File: config.mk
export PLATFORM = sky130hd
export DESIGN_NAME = dcc_ce_sequencer
export DESIGN_NICKNAME = d
export VERILOG_FILES = /design/src/rtl/dcc_seq_pkg.sv /design/src/rtl/dcc_settle_counter.sv /design/src/rtl/dcc_ce_sequencer.sv
export SDC_FILE = /design/constraint.sdc
export NUM_CORES = 1
export LEC_CHECK = 0
export CORE_ASPECT_RATIO = 0.8
export CORE_MARGIN = 1
export CORE_UTILIZATION = 40
export DETAILED_ROUTE_END_ITERATION = 8
export SLEW_MARGIN = 0
export SYNTH_ARGS = -nofsm -noshare
export SYNTH_HDL_FRONTEND = slang
export SYNTH_SLANG_ARGS = --single-unit
File: constraint.sdc
create_clock -name clki -period 4.2 [get_ports clki]
set_input_delay 0.63 -clock clki [delete_from_list [all_inputs] [get_ports clki]]
set_output_delay 0.63 -clock clki [all_outputs]
set_load 0.01 [all_outputs]
File: src/rtl/dcc_seq_pkg.sv
// Shared state encoding and limits for the DCCA clock-enable sequencer.
package dcc_seq_pkg;

    typedef enum logic [1:0] {
        OFF     = 2'd0,
        ON_SEQ  = 2'd1,
        ON      = 2'd2,
        OFF_SEQ = 2'd3
    } dcc_seq_state_t;

    localparam int MAX_STAGES = 8;

endpackage

File: src/rtl/dcc_settle_counter.sv
// Settle-time down-counter: load, decrement to zero, synchronous clear.
module dcc_settle_counter #(
    parameter int CNT_W = 4
) (
    input  logic             clk,
    input  logic             rst,
    input  logic             clear,
    input  logic             load,
    input  logic [CNT_W-1:0] load_val,
    input  logic             dec,
    output logic [CNT_W-1:0] cnt,
    output logic             zero
);

    always_ff @(posedge clk) begin
        if (rst || clear) begin
            cnt <= '0;
        end else if (load) begin
            cnt <= load_val;
        end else if (dec && (cnt != '0)) begin
            cnt <= cnt - 1'b1;
        end
    end

    assign zero = (cnt == '0);

endmodule

File: src/rtl/dcc_ce_sequencer.sv
// Orders the CE edges of a DCCA cascade: rising from stage 0 upward, falling from
// the last stage downward, with a settle interval after every edge.
module dcc_ce_sequencer
    import dcc_seq_pkg::*;
#(
    parameter int N_STAGES      = 2,
    parameter int SETTLE_CYCLES = 8,
    parameter int CNT_W         = $clog2(SETTLE_CYCLES + 1)
) (
    input  logic                clki,
    input  logic                rst,
    input  logic                en_req,
    input  logic                force_off,
    output logic [N_STAGES-1:0] ce,
    output logic                en_ack,
    output logic                busy,
    output logic [2:0]          stage,
    output dcc_seq_state_t      state_dbg
);

    if (N_STAGES < 1 || N_STAGES > MAX_STAGES) begin : g_bad_stages
        $error("dcc_ce_sequencer: N_STAGES must be 1..8");
    end
    if (SETTLE_CYCLES < 1) begin : g_bad_settle
        $error("dcc_ce_sequencer: SETTLE_CYCLES must be >= 1");
    end

    localparam logic [N_STAGES-1:0] ONE    = N_STAGES'(1);
    localparam logic [2:0]          LAST   = 3'(N_STAGES - 1);
    localparam logic [CNT_W-1:0]    RELOAD = CNT_W'(SETTLE_CYCLES - 1);

    dcc_seq_state_t      state_q, state_d;
    logic [2:0]          stage_q, stage_d;
    logic [N_STAGES-1:0] ce_q, ce_d;
    logic                ack_q, ack_d;
    logic                busy_q, busy_d;
    logic                cnt_load, cnt_dec, cnt_clear, cnt_zero;
    logic [CNT_W-1:0]    cnt;

    dcc_settle_counter #(.CNT_W(CNT_W)) u_settle (
        .clk      (clki),
        .rst      (rst),
        .clear    (cnt_clear),
        .load     (cnt_load),
        .load_val (RELOAD),
        .dec      (cnt_dec),
        .cnt      (cnt),
        .zero     (cnt_zero)
    );

    always_ff @(posedge clki) begin
        if (rst) begin
            state_q <= OFF;
            stage_q <= '0;
            ce_q    <= '0;
            ack_q   <= 1'b0;
            busy_q  <= 1'b0;
        end else begin
            state_q <= state_d;
            stage_q <= stage_d;
            ce_q    <= ce_d;
            ack_q   <= ack_d;
            busy_q  <= busy_d;
        end
    end

    // Exactly one ce bit moves per transition, always at the thermometer boundary,
    // so ce stays thermometer-coded; a reversal reuses the current stage index.
    always_comb begin
        state_d   = state_q;
        stage_d   = stage_q;
        ce_d      = ce_q;
        ack_d     = ack_q;
        cnt_load  = 1'b0;
        cnt_dec   = 1'b0;
        cnt_clear = 1'b0;
        if (force_off) begin
            state_d   = OFF;
            stage_d   = '0;
            ce_d      = '0;
            ack_d     = 1'b0;
            cnt_clear = 1'b1;
        end else begin
            unique case (state_q)
                OFF: begin
                    if (en_req) begin
                        state_d  = ON_SEQ;
                        stage_d  = '0;
                        ce_d     = ce_q | ONE;
                        cnt_load = 1'b1;
                    end
                end
                ON_SEQ: begin
                    if (!en_req) begin
                        state_d  = OFF_SEQ;
                        ce_d     = ce_q & ~(ONE << stage_q);
                        cnt_load = 1'b1;
                    end else if (!cnt_zero) begin
                        cnt_dec = 1'b1;
                    end else if (stage_q < LAST) begin
                        stage_d  = stage_q + 3'd1;
                        ce_d     = ce_q | (ONE << (stage_q + 3'd1));
                        cnt_load = 1'b1;
                    end else begin
                        state_d = ON;
                        stage_d = '0;
                        ack_d   = 1'b1;
                    end
                end
                ON: begin
                    if (!en_req) begin
                        state_d  = OFF_SEQ;
                        stage_d  = LAST;
                        ce_d     = ce_q & ~(ONE << LAST);
                        cnt_load = 1'b1;
                    end
                end
                OFF_SEQ: begin
                    if (en_req) begin
                        state_d  = ON_SEQ;
                        ce_d     = ce_q | (ONE << stage_q);
                        ack_d    = 1'b0;
                        cnt_load = 1'b1;
                    end else if (!cnt_zero) begin
                        cnt_dec = 1'b1;
                    end else if (stage_q != 3'd0) begin
                        stage_d  = stage_q - 3'd1;
                        ce_d     = ce_q & ~(ONE << (stage_q - 3'd1));
                        cnt_load = 1'b1;
                    end else begin
                        state_d = OFF;
                        ack_d   = 1'b0;
                    end
                end
                default: begin
                    state_d = OFF;
                end
            endcase
        end
        busy_d = (state_d == ON_SEQ) || (state_d == OFF_SEQ);
    end

    assign ce        = ce_q;
    assign en_ack    = ack_q;
    assign busy      = busy_q;
    assign stage     = stage_q;
    assign state_dbg = state_q;

endmodule
==> flow_metrics.env, run 1 <==
export IMPL_status="finished, final reports clean"
export IMPL_grt_max_degree=16
export IMPL_ctsHoldBuffers=0
export IMPL_grt_pass1_vias=800
export IMPL_synth_flop_cell="dfxtp_1"
export IMPL_rsz0062_at_grt="no"
export IMPL_power_density_nw_per_um2=250
export IMPL_total_power_w=0.000271
export IMPL_worstMarginPinSlew_ns=0.543
export IMPL_cap_violations=0
export IMPL_post_cts_buffers=0
export IMPL_ant_nets=0
export IMPL_seqCellArea_sq_um=240
export IMPL_cts_tree="yes"
export IMPL_cts_buffers_inserted=3
export IMPL_skew_ns=0.00605
export IMPL_globalplace_congestion=0.889
export IMPL_maxSlewViolCount=0
export IMPL_drtIter0Drc=36
export IMPL_syn_inst=110
export IMPL_initial_core_util=0.429
export IMPL_synth_edf_count=0
export IMPL_path_clk_slew_ns=0.08
export IMPL_num_nets_final=128
export IMPL_worstPathArrival_ns=1.56
export IMPL_vias=887
export IMPL_antenna_found_initial=0
export IMPL_worstPathRequired_ns=3.57
export IMPL_p_seq_frac=0.452
export IMPL_wire_per_inst_um=15.4
export IMPL_synth_seq_area_share=0.257
export IMPL_detailed_place_hpwl_mm=1.64
export IMPL_yosysUniqueCellTypes=48
export IMPL_clockBufferDepth=2
export IMPL_syn_num_nets=118
export IMPL_synth_async_reset_ratio=0
export IMPL_critPathKind="reg -> out"
export IMPL_setup_violations=0
export IMPL_stdcell_count=144
export IMPL_period_share=0.521
export IMPL_die_w_um=56.0
export IMPL_p_comb_frac=0.195
export IMPL_dr_pass1_iters=4
export IMPL_core_sq_um=2180
export IMPL_multi_input_area_sq_um=624
export IMPL_leakagePower_nw=0.384
export IMPL_start_kind="flip-flop"
export IMPL_rows=15
export IMPL_routed_wl_mm=2.22
export IMPL_p_switching_w=0.0000771
export IMPL_grt_pass1_wl_mm=3.84
export IMPL_finalSetupTns_ns=0
export IMPL_cts_htree_levels=1
export IMPL_crit_fanout=14
export IMPL_synth_avg_cell_area_sq_um=8.50
export IMPL_ys_warn_count=0
export IMPL_die_h_um=45.2
export IMPL_die_area_sq_um=2540
export IMPL_port_buffers=12
export IMPL_holdCritPathClass="reg -> reg"
export IMPL_io_pins=13
export IMPL_cts_root_buf="clkbuf_4"
export IMPL_clkSinkCount=12
export IMPL_finalHoldViolCount=0
export IMPL_relSlewSlack=0.635
export IMPL_diodes=0
export IMPL_n_fill_cell=223
export IMPL_grt_overflow_total=0
export IMPL_p_clk_frac=0.353
export IMPL_clk_latency_ns=0.28
export IMPL_crit_chain="clkdlybuf4s50_1"
export IMPL_netlist_area_sq_um=935
export IMPL_critPathCaptureType="output pin"
export IMPL_cp_slowest_cell="dfxtp_1"
export IMPL_drive_gt1_frac=0.151
export IMPL_area_growth_syn_to_layout_pct=15.8
export IMPL_min_period_ns=2.19
export IMPL_switching_share=0.285
export IMPL_irDropWorstVdd_uv=212
export IMPL_fmax_mhz=457
export IMPL_crit_family="flip-flops"
export IMPL_dpl_cell_count=140
export IMPL_critical_path_max_stage_delay_ns=0.65
export IMPL_drt_vias_per_instance=6.16
export IMPL_route_detailed_drc=0
export IMPL_worst_path_buf_inv=1
export IMPL_internal_power_w=0.000194
export IMPL_post_cts_resized=0
export IMPL_synth_seq_cells=12
export IMPL_grt_util_all_layers=0.202
[cells in the final DEF, fill, tap and decap left out, drive strengths merged, types with 2 or more instances in the layout]
master and count:
dfxtp 12, clkdlybuf4s50 12, inv 8, a21oi 8
nor3 6, nand3 6, nor2 5, o21ai 5
xnor2 4, ha 4, clkbuf 4, nand2 3
a31oi 3, o41ai 3, nand2b 2, or2b 2
nor2b 2, mux2i 2, and3 2, nand4 2
o221a 2, o211ai 2, or2 2
[power by group through the flow]
stage                     registers [W]  clock network (W)   logic, W
after global placement         0.000125                  0  0.0000520
final                          0.000122          0.0000955  0.0000527
after global routing           0.000123           0.000104  0.0000582
after floorplan                0.000123                  0  0.0000392
after CTS                      0.000122           0.000102  0.0000527
after detailed placement       0.000125                  0  0.0000522
[cell type report]
class,count,area share
Clock buffer,4,0.0335
Inverter,8,0.0277
Multi-Input combinational cell,83,0.577
Sequential cell,12,0.222
Tap cell,25,0.0289
Timing Repair Buffer,12,0.111
[kinds of logic after synthesis]
family | count (synthesis) | synth area share
multiplexers | 3 | 0.0375
adder cells (fa/ha/maj) | 4 | 0.0535
AND/OR/NAND/NOR | 38 | 0.246
flip-flops | 12 | 0.257
AO/OA/AOI/OAI | 33 | 0.276
buffers and inverters | 15 | 0.0750
XOR/XNOR | 5 | 0.0549
[per-layer routing]
metal	vias up	GRT usage	share of wire	routed length, um
met5	-	0	0	0
met4	0	0.0634	0.0045	10
met3	2	0.0573	0.082	181
met2	33	0.290	0.43	961
met1	426	0.290	0.48	1070
li1	426	-	-	-
[cell usage after synthesis, drive strengths merged, types with 2 or more instances]
library cell,count,area share
dfxtp,12,0.26
a21oi,8,0.051
inv,8,0.032
nand3,6,0.037
nor3,6,0.032
buf,5,0.035
nor2,5,0.020
o21ai,5,0.027
ha,4,0.054
xnor2,4,0.037
a31oi,3,0.020
nand2,3,0.012
o41ai,3,0.044
and3,2,0.013
clkbuf,2,0.0080
mux2i,2,0.021
nand2b,2,0.013
nand4,2,0.013
nor2b,2,0.013
o211ai,2,0.016
o221a,2,0.024
or2,2,0.016
or2b,2,0.016
[final timing paths]
path	startpoint	to	slack [ns]	cells past startpoint
hold / removal	ce[0]	ce[0]	0.49	2
hold reg to reg	ce[0]	ce[0]	0.49	2
setup / recovery	state_dbg[1]	state_dbg[1]	2.01	1
setup reg to reg	stage[0]	ce[1]	2.31	6
[per-stage QoR]
stage | area, sq um | hold WS (ns) | setup WS (ns) | utilization
floorplan | 935 | 0.511 | 2.54 | -
global placement | 1050 | 0.481 | 1.77 | 0.480
detailed placement | 1050 | 0.484 | 1.75 | 0.480
CTS | 1080 | 0.498 | 2.01 | 0.497
global route | 1080 | 0.537 | 1.93 | 0.497
finish | 1080 | 0.493 | 2.01 | 0.497
[flip-flops by register name, indices dropped and copies added, names as in the netlist]
name / cells
busy: 1
ce: 2
en_ack: 1
stage: 3
state_dbg: 1
u_settle.cnt: 4
(Power assumes the default switching activity.)
==> run 2: changes to the inputs <==
==> constraint.sdc (replaced) <==
create_clock -name clki -period 2.17 [get_ports clki]
set_input_delay 0.3255 -clock clki [delete_from_list [all_inputs] [get_ports clki]]
set_output_delay 0.3255 -clock clki [all_outputs]
set_load 0.01 [all_outputs]
==> run 2 against run 1 <==
Total power rose by 97%. Combinational power rose by 110%. First-iteration DRC count rose by 75%. Final cell count rose by 2.8%. Clock power rose by 95%. Via count fell by 1.7%. Sequential share of layout area fell by 0.60 points. Wire length rose by 3.2%. Largest cell class unchanged. Design area rose by 2.8%. Clock skew rose by 0.0034 ns. Utilization rose by 1.4 points.
==> flow_metrics.env, run 2 (same netlist as run 1, synthesis figures left out) <==
export IMPL_critPathKind="reg -> out"
export IMPL_routed_wl_mm=2.29
export IMPL_reg2reg_depth=7
export IMPL_grt_max_degree=16
export IMPL_cts_buffers_inserted=3
export IMPL_ctsHoldBuffers=0
export IMPL_r2r_end="u_settle.cnt[0]"
export IMPL_num_nets_final=132
export IMPL_drtIter0Drc=63
export IMPL_leakagePower_nw=0.404
export IMPL_rrSetupSlack_ns=0.39
export IMPL_rsz0062_at_grt="no"
export IMPL_min_period_ns=1.85
export IMPL_fmax_mhz=540
export IMPL_hold_start="ce[0]"
export IMPL_worst_path_buf_inv=1
export IMPL_clkSinkCount=12
export IMPL_grt_util_all_layers=0.190
export IMPL_io_pins=13
export IMPL_endpoint="stage[2]"
export IMPL_worstPathArrival_ns=1.52
export IMPL_rows=15
export IMPL_r2r_start="u_settle.cnt[0]"
export IMPL_route_detailed_drc=0
export IMPL_cp_depth=1
export IMPL_vias=872
export IMPL_detailed_place_hpwl_mm=1.72
export IMPL_grt_pass1_wl_mm=3.64
export IMPL_status="finished, final reports clean"
export IMPL_core_sq_um=2180
export IMPL_wire_per_inst_um=15.5
export IMPL_relSlewSlack=0.627
export IMPL_start_kind="flip-flop"
export IMPL_area_growth_syn_to_layout_pct=19.0
export IMPL_dpl_cell_count=144
export IMPL_die_area_sq_um=2540
export IMPL_final_cell_mix="12 x dfxtp_1, 12 x clkdlybuf4s50_1, 8 x inv_1"
export IMPL_maxSlewViolCount=0
export IMPL_cts_htree_levels=1
export IMPL_cp_slowest_cell="clkdlybuf4s50_1"
export IMPL_regMostFlops="u_settle.cnt"
export IMPL_holdCritPathClass="reg -> reg"
export IMPL_diodes=0
export IMPL_grt_pass1_vias=788
export IMPL_globalplace_congestion=0.869
export IMPL_critPathCaptureType="output pin"
export IMPL_clockBufferDepth=2
export IMPL_antenna_found_initial=0
export IMPL_crit_chain="clkdlybuf4s50_1"
export IMPL_finalHoldViolCount=0
export IMPL_port_buffers=12
export IMPL_irDropWorstVdd_uv=293
export IMPL_critical_path_max_stage_delay_ns=0.63
export IMPL_die_h_um=45.2
export IMPL_drt_vias_per_instance=5.89
export IMPL_power_density_nw_per_um2=478
export IMPL_cts_tree="yes"
export IMPL_post_cts_resized=0
export IMPL_cts_root_buf="clkbuf_4"
export IMPL_cap_violations=0
export IMPL_grt_overflow_total=0
export IMPL_die_w_um=56.0
export IMPL_initial_core_util=0.429
export IMPL_crit_fanout=12
export IMPL_stdcell_count=148
export IMPL_clk_latency_ns=0.28
export IMPL_period_share=0.853
export IMPL_setup_worst_path_start="stage[2]"
export IMPL_ant_nets=0
export IMPL_worst_hold_slack_ns=0.504
export IMPL_skew_ns=0.00943
export IMPL_worstPathRequired_ns=1.84
export IMPL_largest_reg_flops=4
export IMPL_worstMarginPinSlew_ns=0.555
export IMPL_post_cts_buffers=0
export IMPL_path_clk_slew_ns=0.09
export IMPL_dr_pass1_iters=4
export IMPL_drive_gt1_frac=0.179
export IMPL_finalSetupTns_ns=0
export IMPL_setup_violations=0
export IMPL_crit_family="buffers and inverters"
run 2: cell count changes in the layout (fill, tap and decap cells not counted):
cell / before / now
buf_4: 0 / 4
run 2: worst register-to-register path, cell delays in order (launching register included):
cell and delay [ns]:
dfxtp_1 0.35, inv_1 0.08, ha_1 0.23, nor3b_2 0.16, buf_4 0.16, o211a_1 0.27, a22oi_2 0.29, a21oi_1 0.12
run 2: layer usage:
layer | routed length (um) | vias to the layer above | GRT usage
met5 | 0 | - | 0
met4 | 44 | 0 | 0.0878
met3 | 147 | 6 | 0.0573
met2 | 948 | 37 | 0.271
met1 | 1150 | 393 | 0.264
li1 | - | 436 | -
run 2: how the worst min path moves through the flow:
stage          depth (start not counted)    end
6_report                               2  ce[0]
5_1_grt                                2  ce[0]
4_1_cts                                2  ce[0]
3_5_place_dp                           2  ce[0]
3_3_place_gp                           2  ce[0]
2_1_floorplan                          2  ce[0]
run 2: per-stage QoR:
stage	util	power (W)	setup slack [ns]	instance area (sq um)
after floorplan	-	0.000314	0.512	935
after global placement	0.494	0.000347	0.233	1080
after detailed placement	0.494	0.000349	0.216	1080
after CTS	0.511	0.000532	0.324	1110
after global routing	0.511	0.000552	0.278	1110
final	0.511	0.000532	0.320	1110
run 2: area by class of cell:
type	instances	area, sq um
clock buffers	4	36.3
fillers	209	1060
inverters	8	30.0
multi-input cells	83	624
flip-flops and latches	12	240
well taps	25	31.3
repair buffers	16	150
run 2: power breakdown:
part           switching [W]  leakage (nW)  internal (W)
Combinational      0.0000592         0.286     0.0000509
Sequential        0.00000870        0.0976      0.000227
Clock              0.0000842        0.0210      0.000102
